## config.mk

```make
export PLATFORM = sky130hd
export DESIGN_NAME = alu_cmd_seq
export DESIGN_NICKNAME = d
export VERILOG_FILES = /design/src/rtl/alu_seq_pkg.sv /design/src/rtl/alu_cmd_seq.sv
export SDC_FILE = /design/constraint.sdc
export NUM_CORES = 1
export LEC_CHECK = 0
export CORE_ASPECT_RATIO = 0.8
export CORE_MARGIN = 5
export CORE_UTILIZATION = 41
export CTS_CLUSTER_DIAMETER = 120
export DETAILED_ROUTE_END_ITERATION = 8
export MAX_ROUTING_LAYER = met4
export PLACE_DENSITY = 0.82
export SLEW_MARGIN = 10
export SYNTH_ARGS = -nofsm -noshare
export SYNTH_HDL_FRONTEND = slang
export SYNTH_SLANG_ARGS = --single-unit
```

## constraint.sdc

```tcl
create_clock -name clk -period 3.99 [get_ports clk]
set_input_delay 0.399 -clock clk [delete_from_list [all_inputs] [get_ports clk]]
set_output_delay 0.399 -clock clk [all_outputs]
set_load 0.005 [all_outputs]
```

## src/rtl/alu_seq_pkg.sv

```systemverilog
// Shared definitions for the ALU command sequencer: default datapath width,
// ALU select encodings, sequencer FSM states and response flag bit positions.
package alu_seq_pkg;

  // Datapath width of the external ALU.
  localparam int W_DEFAULT = 4;

  // ALU select encodings driven on alu_sel.
  localparam logic [2:0] ALU_ADD = 3'b000;
  localparam logic [2:0] ALU_SUB = 3'b001;
  localparam logic [2:0] ALU_NOT = 3'b010;
  localparam logic [2:0] ALU_AND = 3'b011;
  localparam logic [2:0] ALU_OR  = 3'b100;
  localparam logic [2:0] ALU_XOR = 3'b101;
  localparam logic [2:0] ALU_LT  = 3'b110;
  localparam logic [2:0] ALU_EQ  = 3'b111;

  // Bit positions inside rsp_flags = {overflow, carry, zero}.
  localparam int ZERO  = 0;
  localparam int CARRY = 1;
  localparam int OVF   = 2;

  // Sequencer FSM states.
  typedef enum logic [1:0] {
    IDLE = 2'd0,
    EXEC = 2'd1,
    RESP = 2'd2
  } seq_state_e;

  // Only add and subtract produce meaningful carry/overflow from the ALU.
  function automatic logic is_arith_op(input logic [2:0] op);
    return (op == ALU_ADD) || (op == ALU_SUB);
  endfunction

endpackage

```

## src/rtl/alu_cmd_seq.sv

```systemverilog
// alu_cmd_seq: command sequencer acting as the initiator for an external
// combinational ALU. Commands are registered onto the ALU inputs, the result
// and flags are captured one cycle later, and the result can optionally be
// written back into an internal accumulator for chained arithmetic.
//
// Optional feature macro: ALU_SEQ_STICKY_OVF_EN adds sticky_ovf (output) and
// cmd_clr_sticky (input), a sticky record of any captured overflow.
//
// Handshakes: a transfer happens on a rising edge where valid and ready are
// both high. cmd_ready depends only on FSM state and rst (never on cmd_valid);
// rsp_valid depends only on FSM state, and once raised it stays high with
// rsp_result/rsp_flags unchanged until the edge where rsp_ready is sampled high.
module alu_cmd_seq
  import alu_seq_pkg::*;
#(
  parameter int W = W_DEFAULT
) (
  input  logic         clk,
  input  logic         rst,
  // Command channel
  input  logic         cmd_valid,
  output logic         cmd_ready,
  input  logic [2:0]   cmd_op,
  input  logic         cmd_use_acc,
  input  logic [W-1:0] cmd_a,
  input  logic [W-1:0] cmd_b,
  input  logic         cmd_wb,
  // External ALU
  output logic [2:0]   alu_sel,
  output logic [W-1:0] alu_a,
  output logic [W-1:0] alu_b,
  input  logic [W-1:0] alu_result,
  input  logic         alu_zero,
  input  logic         alu_carry,
  input  logic         alu_overflow,
  // Response channel
  output logic         rsp_valid,
  input  logic         rsp_ready,
  output logic [W-1:0] rsp_result,
  output logic [2:0]   rsp_flags,
  // Accumulator
  output logic [W-1:0] acc,
`ifdef ALU_SEQ_STICKY_OVF_EN
  input  logic         cmd_clr_sticky,
  output logic         sticky_ovf,
`endif
  // Debug view of the FSM state
  output logic [1:0]   dbg_state
);

  seq_state_e   state_q, state_d;
  logic [2:0]   sel_q, sel_d;
  logic [W-1:0] a_q, a_d;
  logic [W-1:0] b_q, b_d;
  logic         wb_q, wb_d;
  logic [W-1:0] result_q, result_d;
  logic [2:0]   flags_q, flags_d;
  logic [W-1:0] acc_q, acc_d;
  logic         accept;
`ifdef ALU_SEQ_STICKY_OVF_EN
  logic         sticky_q, sticky_d;
`endif

  // Ready only in IDLE, and held low for the whole cycle that rst is high.
  assign cmd_ready = (state_q == IDLE) && !rst;
  assign accept    = cmd_valid && cmd_ready;

  assign alu_sel    = sel_q;
  assign alu_a      = a_q;
  assign alu_b      = b_q;
  assign rsp_valid  = (state_q == RESP);
  assign rsp_result = result_q;
  assign rsp_flags  = flags_q;
  assign acc        = acc_q;
  assign dbg_state  = state_q;
`ifdef ALU_SEQ_STICKY_OVF_EN
  assign sticky_ovf = sticky_q;
`endif

  // Next-state logic: operand latch in IDLE, capture in EXEC, hold in RESP.
  always_comb begin
    state_d  = state_q;
    sel_d    = sel_q;
    a_d      = a_q;
    b_d      = b_q;
    wb_d     = wb_q;
    result_d = result_q;
    flags_d  = flags_q;
    acc_d    = acc_q;
`ifdef ALU_SEQ_STICKY_OVF_EN
    sticky_d = sticky_q;
`endif
    case (state_q)
      IDLE: begin
        if (accept) begin
          sel_d   = cmd_op;
          // acc is read as it stands now; earlier write-backs are complete
          // because only one operation is ever in flight.
          a_d     = cmd_use_acc ? acc_q : cmd_a;
          b_d     = cmd_b;
          wb_d    = cmd_wb;
          state_d = EXEC;
`ifdef ALU_SEQ_STICKY_OVF_EN
          if (cmd_clr_sticky) begin
            sticky_d = 1'b0;
          end
`endif
        end
      end
      EXEC: begin
        // Operands have been stable at the ALU for this whole cycle.
        result_d = alu_result;
        if (is_arith_op(sel_q)) begin
          flags_d[OVF]   = alu_overflow;
          flags_d[CARRY] = alu_carry;
          flags_d[ZERO]  = alu_zero;
        end else begin
          // Carry/overflow are meaningless for logic and compare ops.
          flags_d[OVF]   = 1'b0;
          flags_d[CARRY] = 1'b0;
          flags_d[ZERO]  = (alu_result == '0);
        end
        if (wb_q) begin
          acc_d = alu_result;
        end
`ifdef ALU_SEQ_STICKY_OVF_EN
        if (flags_d[OVF]) begin
          sticky_d = 1'b1;
        end
`endif
        state_d = RESP;
      end
      RESP: begin
        if (rsp_ready) begin
          state_d = IDLE;
        end
      end
      default: begin
        state_d = IDLE;
      end
    endcase
  end

  // State and datapath registers; rst aborts any operation in flight.
  always_ff @(posedge clk) begin
    if (rst) begin
      state_q  <= IDLE;
      sel_q    <= '0;
      a_q      <= '0;
      b_q      <= '0;
      wb_q     <= 1'b0;
      result_q <= '0;
      flags_q  <= '0;
      acc_q    <= '0;
`ifdef ALU_SEQ_STICKY_OVF_EN
      sticky_q <= 1'b0;
`endif
    end else begin
      state_q  <= state_d;
      sel_q    <= sel_d;
      a_q      <= a_d;
      b_q      <= b_d;
      wb_q     <= wb_d;
      result_q <= result_d;
      flags_q  <= flags_d;
      acc_q    <= acc_d;
`ifdef ALU_SEQ_STICKY_OVF_EN
      sticky_q <= sticky_d;
`endif
    end
  end

endmodule
```

==> qor.yml <==
status: "completed"
finalCritPeriodShare_pct: 63.4
leakage_nw: 0.547
rows: 15
drt_iter0_markers: 51
synthFlopType: "dfxtp_1"
cts_buffers: 3
synth_top_cell_area_share_pct: 51.5
setup.worst_path.end_class: "output pin"
grt_use_total_pct: 15.4
drt_pass1_iterations: 4
gr-total-overflow: 0
cts_resized: 0
port_buffers: 49
startpoint_type: "primary input"
clock_sink_count: 25
drive_above_1_share_pct: 3.23
avgSynthCellArea_sq_um: 8.83
setup_tns_ns: 0
drt_wl_total_microns: 2580
antenna_left: 0
fin_skew_ns: 0.00854
r2r_slack_ns: 2.49
clockBufferDepth: 2
synth.top_cells.by_count: "nand2_1, dfxtp_1, a21oi_1"
antenna_cells: 0
synth_seq_cells: 25
clk_pin_slew_ns: 0.13
rsz0062_at_grt: "no"
fp.dieArea_sq_um: 3450
dieWidth_microns: 64.4
yosys_warnings: 0
relSlewSlack_pct: 42.0
worstSetupPathType: "in2out"
setup_violations: 0
hp-class: "reg2reg"
r2r-end: "alu_a[2]"
grt_pass1_wl_microns: 3980
cp.depth: 3
synth.most_common_cell: "nand2_1"
critPathRequiredTime_ns: 3.59
clkLatencyLatePin_ns: 0.30
post_cts.repair.setup_buffers: 0
synth_edf_count: 0
hold_violations: 0
vias: 934
hold_end: "rsp_flags[1]"
worst_pin_slew_ns: 0.867
powerDensity_nw_per_um2: 314
ys_seq_area_share_pct: 51.5
grt_max_degree: 27
routedWlPerCell_microns: 14.3
critical_path_buf_inv_count: 2
viasPerCell: 5.19
grt_pass1_vias: 903
crit_fanout: 26
antenna_found_initial: 0
cts_hold_buf: 0
chipHeight_microns: 53.5
utilization_pct: 66.0
crit_chain: "clkdlybuf4s50_1 -> nor3_1 -> clkdlybuf4s50_1"
layout_min_cycle_time_ns: 2.53
cts_tree: "yes"
synth_area_sq_um: 971
hold_depth: 2
ir_drop_v: 0.000130
dp_hpwl_microns: 2040
netlist_instances: 110
cp_data_arrival_time_ns: 2.13
async_flop_share_pct: 0
start_util_pct: 43.8
ios: 50
post_synth_num_cell_types: 19
slowest_delay_ns: 0.84
max_freq_mhz: 395
r2r_start: "dbg_state[0]"
remaining_drc_errors: 0
maxCapViolCount: 0
cp_common_cell: "clkdlybuf4s50_1"
fillers: 187
syn_nets: 134
cts-root-buf: "clkbuf_4"
synthTopCellsByArea: "dfxtp_1, nand2_1, a21oi_1"
rr_worst_depth: 4
final_nets: 180
yosysTopAreaCell: "dfxtp_1"
area_growth_pct: 50.6
min_from: "rsp_flags[1]"
drv_slew: 0
coreArea_sq_um: 2210
place.gp.congestion: 0.842
crit_slowest_cell: "clkdlybuf4s50_1"
ctsHtreeMaxLevel: 1
crit_family: "buffers and inverters"
[cell usage in the layout, fill, tap and decap left out, drive strengths merged]
cell and count:
nor3 1, nand3 2, clkbuf 4, nor2 10, nand3b 1, mux2i 8, clkdlybuf4s50 49, a211oi 5
nand2b 2, or4b 1, a21oi 16, nand2 26, nor2b 2, o21ai 1, nor4 1, clkinv 1
dfxtp 25
[stage by stage]
step                      instance area (sq um)  total power [mW]  instances  setup WS [ns]  hold WS [ns]
after floorplan                             971             0.309        110           2.48         0.437
after global placement                     1440             0.358        176           1.51         0.443
after detailed placement                   1440             0.360        176           1.45         0.450
after CTS                                  1460             0.464        180           1.46         0.468
after global routing                       1460             0.480        180           1.38         0.484
final                                      1460             0.460        180           1.46         0.467
[per-layer routing]
| metal | vias up | routed length, microns | global-route usage [%] |
|---|---|---|---|
| met5 | - | 0 | - |
| met4 | 0 | 14 | 4.21 |
| met3 | 2 | 183 | 3.61 |
| met2 | 40 | 1210 | 26.9 |
| met1 | 432 | 1170 | 17.9 |
| li1 | 460 | - | - |
[power breakdown]
group	leakage (nW)	total, mW	switching, mW	internal, mW
registers	0.204	0.270	0.00821	0.262
logic	0.329	0.0842	0.0320	0.0522
clock network	0.0150	0.106	0.0668	0.0389
total	0.547	0.460	0.107	0.353
[cells by family (layout without fill, tap and decap cells)]
group           after synthesis  count (layout)  synth area share (%)
simple gates                 46              46                  20.9
compound gates               22              22                  12.6
flops                        25              25                  51.5
mux                           8               8                  8.25
buf+inv                       9              54                  6.70
[worst min-delay path, cell delays in order (launching register included)]
cell and delay, ns:
dfxtp_1 0.33, nand2_1 0.05, a21oi_1 0.05
[layout make-up]
class | instances | area (sq um) | area share (%)
Inverter | 1 | 8.76 | 0.599
Tap cell | 25 | 31.3 | 2.14
Multi-Input combinational cell | 76 | 405 | 27.7
Sequential cell | 25 | 500 | 34.2
Timing Repair Buffer | 49 | 490 | 33.5
Clock buffer | 4 | 26.3 | 1.80
[registers in the layout, summed over array words and instances (netlist names)]
register / count
acc: 4
alu_a: 4
alu_b: 4
rsp_result: 4
alu_sel: 3
rsp_flags: 3
dbg_state: 2
wb_q: 1
[worst max-delay path by stage]
stage,slack (ns),to,startpoint
floorplan,2.48,alu_b[3],rst
global placement,1.51,cmd_ready,rst
detailed placement,1.45,alu_a[1],rst
CTS,1.46,cmd_ready,rst
global route,1.38,cmd_ready,rst
finish,1.46,cmd_ready,rst
Power figures use the tool's default switching activity.
